$ cat config.mk
export PLATFORM = sky130hd
export DESIGN_NAME = prog_loader
export DESIGN_NICKNAME = d
export VERILOG_FILES = /design/src/rtl/procesador_pkg.sv /design/src/rtl/word_assembler.sv /design/src/rtl/prog_loader.sv
export SDC_FILE = /design/constraint.sdc
export NUM_CORES = 1
export LEC_CHECK = 0
export ABC_AREA = 1
export CAP_MARGIN = 20
export CORE_ASPECT_RATIO = 0.6
export CORE_MARGIN = 3
export CORE_UTILIZATION = 45
export DETAILED_ROUTE_END_ITERATION = 7
export GPL_TIMING_DRIVEN = 0
export PLACE_DENSITY = 0.69
export RECOVER_POWER = 25
export SLEW_MARGIN = 10
export SYNTH_ARGS = -nofsm -noshare
export SYNTH_HDL_FRONTEND = slang
export SYNTH_SLANG_ARGS = --single-unit
$ cat constraint.sdc
create_clock -name clk -period 2.3 [get_ports clk]
set_input_delay 0.46 -clock clk [delete_from_list [all_inputs] [get_ports clk]]
set_output_delay 0.46 -clock clk [all_outputs]
set_load 0.05 [all_outputs]
$ cat src/rtl/procesador_pkg.sv
// Shared loader types and defaults: state encoding, memory geometry, count-field width.
package procesador_pkg;

  localparam int ADDR_W_DEF = 8;
  localparam int DEPTH_DEF  = 256;
  localparam int CNT_W      = 16;

  typedef enum logic [2:0] {
    IDLE   = 3'd0,
    CNT_LO = 3'd1,
    CNT_HI = 3'd2,
    BYTE   = 3'd3,
    WRITE  = 3'd4,
    CHK    = 3'd5,
    DONE   = 3'd6,
    ERR    = 3'd7
  } ld_state_e;

endpackage

$ cat src/rtl/word_assembler.sv
// Packs a little-endian byte stream into 32-bit words; word_ready flags the fourth byte.
module word_assembler (
  input  logic        clk,
  input  logic        rst,
  input  logic        clr,
  input  logic        en,
  input  logic [7:0]  din,
  output logic [31:0] word,
  output logic        word_ready
);

  logic [1:0] bcnt;

  always_ff @(posedge clk or negedge rst) begin
    if (!rst) begin
      bcnt <= '0;
      word <= '0;
    end else if (clr) begin
      bcnt <= '0;
      word <= '0;
    end else if (en) begin
      // New bytes enter at the top so the first byte ends in bits 7:0.
      bcnt <= bcnt + 2'd1;
      word <= {din, word[31:8]};
    end
  end

  assign word_ready = en && (bcnt == 2'd3);

endmodule

$ cat src/rtl/prog_loader.sv
// Streams a counted program image into instruction memory, then releases the PC.
// Optional trailing XOR checksum stage: define PROG_LOADER_CHECKSUM_EN.
module prog_loader
  import procesador_pkg::*;
#(
  parameter int ADDR_W = ADDR_W_DEF,
  parameter int DEPTH  = DEPTH_DEF
) (
  input  logic              clk,
  input  logic              rst,
  input  logic              load_req,
  input  logic [7:0]        rx_data,
  input  logic              rx_valid,
  output logic              rx_ready,
  output logic [ADDR_W-1:0] im_addr,
  output logic [31:0]       im_wdata,
  output logic              im_we,
  output logic              start,
  output logic              busy,
  output logic              done,
  output logic              error
);

  ld_state_e         state, nxt;
  logic [7:0]        cnt_lo;
  logic [CNT_W-1:0]  cnt;
  logic [ADDR_W-1:0] idx;
  logic [31:0]       word;
  logic              word_ready;
  logic              acc_b, start_ld, asm_en, cnt_bad, last;
  logic [CNT_W-1:0]  cnt_nxt;

  assign acc_b    = rx_valid && rx_ready;
  assign start_ld = load_req && (state == IDLE || state == DONE || state == ERR);
  assign asm_en   = acc_b && (state == BYTE || state == CHK);
  assign cnt_nxt  = {rx_data, cnt_lo};
  assign cnt_bad  = (cnt_nxt == '0) || (32'(cnt_nxt) > 32'(DEPTH));
  assign last     = (32'(idx) == 32'(cnt) - 32'd1);

`ifdef PROG_LOADER_CHECKSUM_EN
  logic [31:0] xacc;
  logic        ck_match;
  // Compare against the word as it will look once this fourth byte lands.
  assign ck_match = ({rx_data, word[31:8]} == xacc);
`endif

  word_assembler u_asm (
    .clk        (clk),
    .rst        (rst),
    .clr        (start_ld),
    .en         (asm_en),
    .din        (rx_data),
    .word       (word),
    .word_ready (word_ready)
  );

  always_ff @(posedge clk or negedge rst) begin
    if (!rst) state <= IDLE;
    else      state <= nxt;
  end

  always_comb begin
    nxt = state;
    case (state)
      IDLE, DONE, ERR: if (load_req) nxt = CNT_LO;
      CNT_LO:          if (acc_b) nxt = CNT_HI;
      CNT_HI:          if (acc_b) nxt = cnt_bad ? ERR : BYTE;
      BYTE:            if (word_ready) nxt = WRITE;
`ifdef PROG_LOADER_CHECKSUM_EN
      WRITE:           nxt = last ? CHK : BYTE;
      CHK:             if (word_ready) nxt = ck_match ? DONE : ERR;
`else
      WRITE:           nxt = last ? DONE : BYTE;
`endif
      default:         nxt = IDLE;
    endcase
  end

  always_comb begin
    rx_ready = 1'b0;
    im_we    = 1'b0;
    start    = 1'b0;
    busy     = 1'b0;
    done     = 1'b0;
    error    = 1'b0;
    case (state)
      CNT_LO, CNT_HI, BYTE: begin rx_ready = 1'b1; busy = 1'b1; end
`ifdef PROG_LOADER_CHECKSUM_EN
      CHK:                  begin rx_ready = 1'b1; busy = 1'b1; end
`endif
      WRITE:                begin im_we = 1'b1; busy = 1'b1; end
      DONE:                 begin start = 1'b1; done = 1'b1; end
      ERR:                  error = 1'b1;
      default:              ;
    endcase
  end

  assign im_addr  = idx;
  assign im_wdata = word;

  always_ff @(posedge clk or negedge rst) begin
    if (!rst) begin
      cnt_lo <= '0;
      cnt    <= '0;
      idx    <= '0;
`ifdef PROG_LOADER_CHECKSUM_EN
      xacc   <= '0;
`endif
    end else begin
      if (start_ld) begin
        idx  <= '0;
`ifdef PROG_LOADER_CHECKSUM_EN
        xacc <= '0;
`endif
      end
      if (acc_b && state == CNT_LO) cnt_lo <= rx_data;
      if (acc_b && state == CNT_HI) cnt    <= cnt_nxt;
      // Hold the index on the final word so it never steps past DEPTH-1.
      if (state == WRITE && !last) idx <= idx + 1'b1;
`ifdef PROG_LOADER_CHECKSUM_EN
      if (state == WRITE) xacc <= xacc ^ word;
`endif
    end
  end

endmodule

Word-level counts from Yosys, hierarchy flattened
Index checks and enable logic that the tools add are counted.
{ "word_totals": {"out_inout_bits": 46, "word_cells": 61, "in_bits": 12, "reg_bits": 69} }
{ "classes": {"order_cmp": 1, "n_eq_ne": 13, "reduce_logical": 20, "mux": 18, "n_addsub": 3} }
{ "op_table": {"columns": ["op", "count"], "rows": [
  ["32-bit 2-to-1 mux", 2],
  ["8-bit by 32-bit == test with 1-bit output", 1],
  ["3-bit 2-to-1 mux", 6],
  ["16-bit by 1-bit subtractor with 17-bit output (second input constant)", 1],
  ["16-bit by 9-bit greater-than comparator with 1-bit output (second input constant)", 1],
  ["16-bit logical NOT", 1],
  ["8-bit 2-to-1 mux", 2],
  ["3-bit case mux with 5 select lines", 1],
  ["3-bit == test (second input constant)", 4],
  ["8-bit by 1-bit adder with 8-bit output (second input constant)", 1],
  ["1-bit logical AND", 7],
  ["3-bit by 2-bit == test with 1-bit output (second input constant)", 2],
  ["2-bit inequality test (second input constant)", 3],
  ["3-bit OR reduction", 2],
  ["1-bit 2-to-1 mux", 5],
  ["1-bit logical OR", 4],
  ["2-bit 2-to-1 mux", 2],
  ["4-bit AND reduction", 1],
  ["2-bit nonzero test", 2],
  ["4-bit OR reduction", 1],
  ["3-bit by 1-bit == test with 1-bit output (second input constant)", 1],
  ["3-bit logical NOT", 1],
  ["2-bit by 1-bit adder with 2-bit output (second input constant)", 1],
  ["2-bit == test (second input constant)", 1],
  ["2 further kinds", 2]
]} }

Depth between registers and ports, before layout
Gate-level depths: netlist of the first run.
{ "depth": {"word_depth": 8, "mapped_depth": 17, "ltp_nobuf": 17} }

By module
From an unflattened synthesis of the first run, not the netlist that was laid out.
{ "unflattened": {"cells_unflattened": 479, "area_unflattened_um2": 3761.1} }
{ "by_module_without_submodules": {"columns": ["module", "cells_per_inst", "seq_area_each_um2", "area_per_inst_um2", "n_inst"], "rows": [
  ["prog_loader", 327, 875.8, 2272.2, 1],
  ["word_assembler", 152, 850.8, 1488.9, 1]
]} }

Worst setup path before layout of the first run
No wires, ideal clock.
{ "synth_path": {"path_kind": "reg2out", "from": "register state[2]", "to": "output port busy", "path_slack_ns": -0.263, "t_arrival_ns": 2.103, "path_buffers": 0, "stages_incl_launch_ff": 7, "t_required_ns": 1.840, "path_cell_list": "dfrtp_1 -> inv_1 -> nor2_1 -> inv_1 -> nor2_1 -> nor2_1 -> o21ai_0"} }
{ "synth_via": {"elab_chain_cells": 3, "elab_cells_between_ends": 6, "classes_between": "eq/ne (4); mux (1); reduce/logical (1)"} }
{ "synth_lines": {"columns": ["item", "line", "text"], "rows": [
  ["from (decl)", "prog_loader.sv:24", "ld_state_e state, nxt;"],
  ["from (signal assigned)", "prog_loader.sv:59", "else state <= nxt;"],
  ["3-bit by 2-bit == test with 1-bit output, or another cell as far along", "prog_loader.sv:86", "case (state)"],
  ["4-bit OR reduction (no source line) *", null, null],
  ["1-bit 2-to-1 mux *", "prog_loader.sv:86", null],
  ["to (decl)", "prog_loader.sv:19", "output logic busy,"]
]} }
Mark *: on every way between the ends. The rest lies on a longest branch, timed or not.

Worst setup path in the final report of the first run
{ "layout_path": {"from": "register state[1]", "to": "output port rx_ready"} }
{ "layout_via": {"elab_chain_cells": 3, "elab_cells_between_ends": 5, "classes_between": "eq/ne (3); mux (1); reduce/logical (1)"} }
{ "layout_lines": {"columns": ["item", "line", "text"], "rows": [
  ["3-bit by 2-bit == test with 1-bit output / 3-bit by 1-bit == test with 1-bit output (equally long branches)", "prog_loader.sv:86", null],
  ["3-bit OR reduction *", "prog_loader.sv:86", null],
  ["1-bit 2-to-1 mux *", "prog_loader.sv:86", null],
  ["to (decl)", "prog_loader.sv:14", "output logic rx_ready,"]
]} }
Marks and branches as above.

==> impl_metrics.csv, run 1 <==
group,metric,value,unit
worst_setup_path,rr_startpoint,"cnt[1]",
clocking,cts_num_sinks,69,
logic_synthesis,synth_cells,438,
place,place_inst,600,
timing,tightest_slew,1220,ps
finish,diodes,0,
worst_setup_path,critPathLaunchType,"register",
place,dp_hpwl,6820,um
finish,drive_gt1_frac,0.103,
global_routing,grt_max_degree,50,
timing,skew,6.66,ps
logic_synthesis,synth_edf_count,0,
drt,via_per_inst,5.10,
drt,drt_first_pass_iters,4,
finish,nNetsFinal,525,
logic_synthesis,synth.avg_cell_area,7.94,um2
finish,stdcell_count,619,
status,run_status,"finished clean",
clocking,cts_made_buffers,9,
drt,via_count,3158,
floorplan,rows,24,
worst_setup_path,crit_type,"register to primary output",
worst_setup_path,rr_worst_depth,15,
run,maxCapViolations,0,
worst_setup_path,worstPathMaxFanout,5,
logic_synthesis,ys_seq_area_frac,0.496,
timing,slew_headroom,0.183,
power_and_ir_drop,leakage,2.17,nW
place,io_buffers,57,
timing,finalCriticalPeriod,2220,ps
worst_setup_path,r2r-end,"im_addr[0]",
worst_setup_path,worstPathRequired,1840,ps
worst_setup_path,cp.arrival,1760,ps
timing,tns,0,ps
global_routing,grtUsageTotal,0.213,
logic_synthesis,synth_seq_cells,69,
clocking,clockBufferDepth,2,
floorplan,io_pins,58,
drt,routedWlPerCell,14.9,um
timing,period_share,0.966,
clocking,clk_latency,330,ps
finish,syn2layout_area_growth,29.9,%
drt,drt-initial-drc-count,290,
timing,hold_viol,0,
logic_synthesis,yosysUniqueCellTypes,28,
floorplan,core_area,7390,um2
global_routing,antenna_found_initial,0,
clocking,cts_tree,"built",
power_and_ir_drop,power,6.01,mW
drt,wl,9210,um
logic_synthesis,syn-cell-area,3480,um2
global_routing,grt_pass1_wl,14500,um
global_routing,overflow,0,
clocking,htree_levels,3,
timing,drv_slew,0,
logic_synthesis,synth_nets,453,
drt,drc_errors,0,
global_routing,grt_pass1_vias,2811,
power_and_ir_drop,pwr_density_cell,1330,nW/um2
worst_setup_path,endpoint_kind,"primary output",
logic_synthesis,ys_warn_count,0,
worst_hold_path,hp-class,"input port to asynchronous set/reset pin",
timing,setup_viol,0,
logic_synthesis,synth-async-reset-ratio,1.00,
timing,rsz0062_at_grt,"false",
drt,drtAntennaViolNets,0,
floorplan,die_area,8860,um2
clocking,cts_root_buffer,"clkbuf_16",
floorplan,fp.dieH,74.1,um
timing,max_freq,450,MHz
power_and_ir_drop,peakVddDrop,0.588,mV
floorplan,start_util,0.471,
floorplan,die_w,120,um
clocking,clkTransAtPathRegs,60,ps
worst_setup_path,reg2reg_slack,240,ps
logic_synthesis,synthFlopType,"dfrtp_1",
place,place_congestion,0.847,
## where the power goes
group | total [mW] | internal [mW] | leakage (nW) | switching, mW
combinational | 2.83 | 0.912 | 1.12 | 1.91
sequential | 1.91 | 1.56 | 0.918 | 0.352
clock | 1.27 | 0.730 | 0.128 | 0.544
## worst max-delay path, stage by stage, from the launching register on
cell and delay, ps:
dfrtp_1 410, inv_1 120, nor2_2 220, nor2_1 90
inv_1 70, dlygate4sd2_1 520
## cells by family (layout without fill, tap and decap cells)
| group | Yosys count | after routing | share of synthesized area |
|---|---|---|---|
| simple gates | 201 | 202 | 0.256 |
| buf+inv | 86 | 162 | 0.0971 |
| fa+ha+maj | 3 | 3 | 0.0108 |
| compound gates | 65 | 65 | 0.105 |
| flops | 69 | 69 | 0.496 |
| xor+xnor | 14 | 14 | 0.0352 |
## synth_stat cells, types with 2 or more instances
cell,n,share of area
nand2_1,105,0.11
nand2_4,2,0.0065
inv_1,69,0.074
inv_2,2,0.0022
buf_2,4,0.0058
dfrtp_1,69,0.50
o21ai_0,38,0.055
xor2_1,10,0.025
nor2_1,35,0.038
nand4_1,6,0.011
nand3b_1,2,0.0043
nor3_1,3,0.0043
clkbuf_1,8,0.0086
nand2_2,5,0.0090
ha_1,3,0.011
xnor2_1,4,0.010
nor2_2,3,0.0054
o22ai_1,24,0.043
nor2_4,3,0.0097
nand3_1,35,0.050
## stage by stage
step | setup slack (ps) | instance area [um2] | hold slack, ps | util
floorplan | 52.3 | 3480 | 164 | -
global placement | -1570 | 4180 | 472 | 0.566
detailed placement | -243 | 4210 | 369 | 0.570
CTS | 2.94 | 4480 | 11.0 | 0.606
global route | 9.40 | 4520 | 438 | 0.612
finish | 79.3 | 4520 | 370 | 0.612
## registers in the layout, summed over array words and instances, names as in the netlist
signal and count:
u_asm.word 32, cnt 16, cnt_lo 8, im_addr 8, state 3, u_asm.bcnt 2
## layout by cell type (no fill, tap or decap), types with 5 or more instances in the layout
master,netlist,routed
xor2_1,10,10
o21ai_0,38,37
nand2_1,105,105
dfrtp_1,69,67
nor2_2,3,5
inv_1,69,68
nand3_1,35,35
clkbuf_1,8,9
nand2_2,5,6
nand4_1,6,6
clkdlybuf4s50_1,0,51
nor2_1,35,32
o22ai_1,24,24
clkbuf_16,0,9
## how the worst max path moves through the flow
stage | to | startpoint | slack [ps]
final | rx_ready | state[1] | 80
after global routing | rx_ready | state[1] | 9
after CTS | busy | state[0] | 3
after detailed placement | busy | state[0] | -240
after global placement | u_asm.word[12] | rst | -1570
after floorplan | busy | state[2] | 50
## metal layers
layer	track usage	vias to the layer above	part of all wire
met5	0	-	0
met4	0.0609	0	0.010
met3	0.0631	11	0.072
met2	0.288	102	0.40
met1	0.328	1495	0.52
li1	-	1550	-
## layout make-up
type | count | area (um2)
fill | 678 | 2870
sequential | 69 | 1730
multi-input combinational | 284 | 1450
timing repair buffer | 60 | 599
inverter | 72 | 278
clock buffer | 9 | 225
tap | 104 | 130
buffer | 14 | 62.6
clock inverter | 7 | 50.0
## repair_timing
action                     CTS  global route
setup buffers                0             2
hold buffers                 0             0
hold endpoints to repair     0             0
pin swaps                    0             2
gates resized for setup     10            13
setup endpoints to repair    4            13
gates cloned                 0             1
Note: power is estimated with default switching activity, not from simulation.
==> inputs of run 2 (changes only) <==
CTS_CLUSTER_DIAMETER = 50   (was unset)
SYNTH_HIERARCHICAL = 1   (was unset)
==> run 2 against run 1 <==
First-iteration DRC count shrank 20%. Synthesized cell count grew 9.4%. Flip-flop and latch count is the same. Non-clock buffer count grew 2.
==> impl_metrics.csv, run 2 <==
group,metric,value,unit
logic_synthesis,ys_warn_count,6,
place,dp_hpwl,7360,um
timing,max_freq,468,MHz
clocking,clkTransAtPathRegs,60,ps
global_routing,grt_pass1_vias,3283,
logic_synthesis,synth_edf_count,0,
global_routing,grtUsageTotal,0.224,
floorplan,rows,25,
clocking,cts_made_buffers,9,
logic_synthesis,synth.most_common_cell,"nand2_1",
clocking,clk_latency,330,ps
logic_synthesis,synth_nets,494,
global_routing,overflow,0,
place,place_inst,645,
timing,tightest_slew,849,ps
floorplan,die_w,124,um
clocking,cts_num_sinks,69,
floorplan,io_pins,58,
drt,drtAntennaViolNets,0,
worst_setup_path,slowest_stage,"dlygate4sd2_1",
finish,final_cell_mix,"nand2_1, dfrtp_1, inv_1, clkdlybuf4s50_1, nand3_1",
finish,final_common_cell,"nand2_1",
power_and_ir_drop,pwr_density_cell,1280,nW/um2
clocking,cts_root_buffer,"clkbuf_16",
logic_synthesis,synthFlopType,"dfrtp_1",
worst_setup_path,critPathLaunchType,"register",
clocking,clockBufferDepth,2,
worst_setup_path,worstPathRequired,1840,ps
worst_hold_path,holdPathStages,2,
worst_hold_path,hp-class,"register to register",
timing,hold_viol,0,
timing,drv_slew,0,
finish,syn2layout_area_growth,27.1,%
finish,fin_util,0.597,
place,io_buffers,57,
logic_synthesis,synth.avg_cell_area,7.85,um2
finish,num-fill-cells,739,
timing,setup_viol,0,
finish,diodes,0,
floorplan,start_util,0.470,
drt,via_per_inst,5.06,
logic_synthesis,synthTopCellsByArea,"dfrtp_1, nand2_1, nand3_1",
power_and_ir_drop,peakVddDrop,0.743,mV
worst_setup_path,endpoint_kind,"primary output",
logic_synthesis,synth-async-reset-ratio,1.00,
logic_synthesis,synth_cells,479,
timing,slew_headroom,0.434,
floorplan,die_area,9530,um2
logic_synthesis,synth_top_area_frac,0.459,
global_routing,grt_max_degree,58,
drt,drc_errors,0,
drt,via_count,3351,
finish,nNetsFinal,564,
drt,drt_first_pass_iters,5,
worst_setup_path,worstPathMaxFanout,5,
finish,largest_reg_flops,32,
timing,rsz0062_at_grt,"false",
global_routing,grt_pass1_wl,16700,um
logic_synthesis,synth_top_area_cell,"dfrtp_1",
status,run_status,"finished clean",
finish,stdcell_count,662,
worst_setup_path,rr_worst_depth,14,
drt,drt-initial-drc-count,233,
finish,regMostFlops,"u_asm/word",
logic_synthesis,syn-cell-area,3760,um2
floorplan,fp.dieH,76.8,um
finish,drive_gt1_frac,0.141,
logic_synthesis,ys_seq_area_frac,0.459,
clocking,cts_tree,"built",
clocking,htree_levels,3,
logic_synthesis,yosysUniqueCellTypes,33,
place,dpl-instance-area,4500,um2
power_and_ir_drop,leakage,2.48,nW
worst_setup_path,crit_type,"register to primary output",
logic_synthesis,synth_seq_cells,69,
timing,tns,0,ps
floorplan,core_area,8010,um2
finish,reg.largest.list,"u_asm/word x32, cnt x16",
worst_setup_path,cp.arrival,1680,ps
worst_setup_path,path_cells,"inv_1, nor3_2, buf_4, dlygate4sd2_1",
global_routing,antenna_found_initial,0,
run,maxCapViolations,0,
place,place_congestion,0.841,
drt,routedWlPerCell,14.5,um
drt,wl,9610,um
timing,period_share,0.929,
timing,skew,4.40,ps
timing,finalCriticalPeriod,2140,ps
worst_setup_path,cp_slowest_stage_delay,510,ps
clocking,post_cts_buffers,0,
finish,final_area,4780,um2
logic_synthesis,synth_commonest_cells,"nand2_1, dfrtp_1, inv_1, nand3_1, nor2_1",
## run 2: changes by cell type after synthesis, sizes merged, moves of 7 or more
| cell | delta |
|---|---|
| buf | +7 |
| inv | -17 |
| nand2 | +62 |
| nand3 | +27 |
| o21ai | -12 |
| o22ai | -24 |
## run 2: critical path, delay by kind of cell, from the launching register on
| family | cells | cell delay [ps] |
|---|---|---|
| flops | 1 | 410 |
| simple gates | 1 | 180 |
| buf+inv | 3 | 760 |
## run 2: layout make-up
type / instances / area, um2 / share of cell area
plain buffers: 17 / 135 / 0.0283
clock buffers: 9 / 225 / 0.0471
clock inverters: 7 / 58.8 / 0.0123
inverters: 55 / 214 / 0.0448
multi-input cells: 338 / 1700 / 0.355
flip-flops and latches: 69 / 1730 / 0.361
well taps: 108 / 135 / 0.0283
repair buffers: 59 / 589 / 0.123
## run 2: per-layer routing
layer,track usage,share of wire,wire [um],vias up
li1,-,-,-,1646
met2,0.306,0.41,3980,80
met1,0.359,0.53,5090,1617
met4,0.0415,0.0048,46,0
met5,0,0,0,-
met3,0.0531,0.051,493,8
## run 2: what timing repair did
item	CTS	global route
gates resized for setup	8	10
endpoints found under the hold margin	12	0
setup endpoints to repair	5	25
hold buffers	1	0
## run 2: path summary, 6_finish.rpt
path	startpoint	end	slack [ps]
worst max-delay path	state[1]	start	160
worst min-delay path	u_asm/word[3]	u_asm/word[3]	470
worst max register to register	cnt[0]	im_addr[0]	210
worst min register to register	u_asm/word[3]	u_asm/word[3]	470
max in group asynchronous	rst	u_asm/word[11]	790
min in group asynchronous	rst	u_asm/word[0]	750
## run 2: cell families after synthesis
| logic type | count (synthesis) | share of synthesized area |
|---|---|---|
| AND/OR/NAND/NOR | 292 | 0.369 |
| buffers and inverters | 72 | 0.0928 |
| flip-flops | 69 | 0.459 |
| AO/OA/AOI/OAI | 33 | 0.0462 |
| XOR/XNOR | 10 | 0.0233 |
| adder cells (fa/ha/maj) | 3 | 0.00998 |
## run 2: power by group
part / leakage (nW) / switching [mW] / total [mW] / internal (mW)
Clock: 0.138 / 0.557 / 1.30 / 0.744
Combinational: 1.42 / 1.95 / 2.89 / 0.939
Sequential: 0.918 / 0.393 / 1.95 / 1.56
## run 2: per-stage QoR
stage / worst slack [ps] / hold WS [ps] / power [mW]
after floorplan: 185 / 164 / 3.99
after CTS: 3.22 / 472 / 6.16
after detailed placement: -77.9 / 332 / 4.86
after global placement: -1660 / 452 / 4.77
final: 164 / 468 / 6.14
after global routing: 12.0 / 492 / 6.61
==> inputs of run 3 (changes only) <==
CELL_PAD_IN_SITES_DETAIL_PLACEMENT = 1   (was unset)
CELL_PAD_IN_SITES_GLOBAL_PLACEMENT = 1   (was unset)
CORE_UTILIZATION = 40   (was 45)
PLACE_DENSITY = unset   (was 0.69)
PLACE_DENSITY_LB_ADDON = 0.1   (was unset)
==> run 3 against run 2 <==
Fmax decreased by 2.7%. Critical path type unchanged. First-iteration DRC count decreased by 25%. Global-route usage decreased by 0.68 points. Highest routed layer unchanged.
==> impl_metrics.csv, run 3 (same netlist as run 2, synthesis figures left out) <==
group,metric,value,unit
drt,routedWlPerCell,16.1,um
finish,diodes,0,
finish,final_common_cell,"nand2_1",
place,dp_hpwl,8480,um
drt,wl_met1,5560,um
timing,finalCriticalPeriod,2200,ps
finish,multiInputGateArea,1700,um2
global_routing,grt_max_degree,58,
drt,drc_errors,0,
timing,hold_viol,0,
drt,drtAntennaViolNets,0,
finish,syn2layout_area_growth,27.5,%
finish,largest_reg_flops,32,
timing,period_share,0.955,
finish,nNetsFinal,564,
finish,regArea,1730,um2
floorplan,start_util,0.427,
global_routing,grtUsageTotal,0.217,
run,maxCapViolations,0,
worst_setup_path,critPathLaunchType,"register",
drt,wl,10900,um
worst_hold_path,hp-start,"u_asm/word[0]",
floorplan,die_area,10600,um2
timing,max_freq,455,MHz
worst_setup_path,crit_type,"register to primary output",
clocking,cts_made_buffers,9,
drt,drt_first_pass_iters,4,
drt,via_count,3375,
global_routing,overflow,0,
worst_setup_path,worstPathMaxFanout,6,
floorplan,fp.dieH,81.1,um
finish,num-fill-cells,1067,
timing,whs,466,ps
clocking,htree_levels,3,
power_and_ir_drop,pwr_density_cell,1310,nW/um2
clocking,cts_root_buffer,"clkbuf_16",
global_routing,antenna_found_initial,0,
timing,setup_viol,0,
drt,wl_met2,4630,um
finish,drive_gt1_frac,0.137,
worst_setup_path,endpoint_kind,"primary output",
clocking,clk_latency,330,ps
clocking,post_cts_buffers,0,
place,io_buffers,57,
place,place_congestion,0.846,
clocking,cts_tree,"built",
worst_hold_path,hp-class,"register to register",
drt,drt-initial-drc-count,174,
finish,reg.largest.list,"u_asm/word x32, cnt x16",
clocking,clkTransAtPathRegs,60,ps
worst_setup_path,cp_slowest_stage_delay,490,ps
worst_hold_path,holdPathStages,2,
worst_hold_path,holdPathEnd,"u_asm/word[0]",
power_and_ir_drop,leakage,2.47,nW
global_routing,grt_pass1_wl,17900,um
finish,regMostFlops,"u_asm/word",
place,dpl-instance-area,4520,um2
worst_setup_path,cp.arrival,1740,ps
finish,final_area,4790,um2
worst_setup_path,rr_worst_depth,13,
timing,skew,4.53,ps
drt,wl_met3,685,um
drt,via_per_inst,4.97,
worst_setup_path,worstPathRequired,1840,ps
floorplan,rows,26,
worst_setup_path,slowest_stage,"clkdlybuf4s15_1",
floorplan,core_area,8820,um2
global_routing,grt_pass1_vias,3387,
clocking,cts_num_sinks,69,
worst_setup_path,path_cells,"inv_1, nor2_1, nor2_1, inv_1, clkdlybuf4s15_1",
status,run_status,"finished clean",
timing,slew_headroom,0.464,
floorplan,die_w,131,um
finish,final_cell_mix,"nand2_1, dfrtp_1, clkdlybuf4s50_1, inv_1, nand3_1",
floorplan,io_pins,58,
timing,tightest_slew,805,ps
timing,rsz0062_at_grt,"true",
worst_setup_path,rr_startpoint,"cnt[0]",
worst_setup_path,r2r-end,"im_addr[7]",
timing,drv_slew,0,
drt,maxUsedRoutingLayer,"met4",
power_and_ir_drop,peakVddDrop,0.591,mV
worst_setup_path,reg2reg_slack,200,ps
clocking,clockBufferDepth,2,
-- run 3: critical path: cells and delay by family, from the launching register on --
family                 cells  cell delay (ps)
buffers and inverters      3              660
flip-flops                 1              470
AND/OR/NAND/NOR            2              270
-- run 3: routing by layer --
| layer | track usage | up-vias |
|---|---|---|
| met1 | 0.325 | 1637 |
| met4 | 0.0545 | 0 |
| met2 | 0.313 | 80 |
| met5 | 0 | - |
| met3 | 0.0551 | 9 |
| li1 | - | 1649 |
-- run 3: cell type report --
class                   instances  area share
plain buffers                  17      0.0282
well taps                     126      0.0329
flip-flops and latches         69       0.360
inverters                      55      0.0451
multi-input cells             338       0.354
clock inverters                 6      0.0133
clock buffers                   9      0.0470
repair buffers                 59       0.120
-- run 3: metrics by stage --
step / std cells / setup WS [ps] / utilization / total power, mW / setup TNS, ps
finish: 679 / 104 / 0.544 / 6.29 / 0
global route: 679 / -37.7 / 0.544 / 6.74 / -42.7
CTS: 679 / 27.6 / 0.546 / 6.31 / 0
detailed placement: 663 / -117 / 0.513 / 4.95 / -117
global placement: 662 / -1700 / 0.510 / 4.82 / -116760
floorplan: 479 / 185 / - / 3.99 / 0
-- run 3: worst max-delay path by stage --
stage,from,endpoint,cells after the start
final,state[0],rx_ready,5
after global routing,state[2],busy,7
after CTS,state[0],error,3
after detailed placement,state[0],busy,7
after global placement,rst,u_asm/word[1],1
after floorplan,state[2],busy,6
-- run 3: timing repair --
action | 4_1_cts | 5_1_grt
gates resized for setup | 11 | 9
endpoints found under the setup margin | 5 | 14
hold buffers | 1 | 0
endpoints found under the hold margin | 12 | 0
pin swaps | 0 | 0
gates cloned | 0 | 0
-- run 3: power by group --
part | switching [mW] | leakage, nW | total [mW] | internal [mW]
clock network | 0.529 | 0.138 | 1.36 | 0.832
registers | 0.407 | 0.919 | 1.96 | 1.56
logic | 2.02 | 1.41 | 2.96 | 0.945
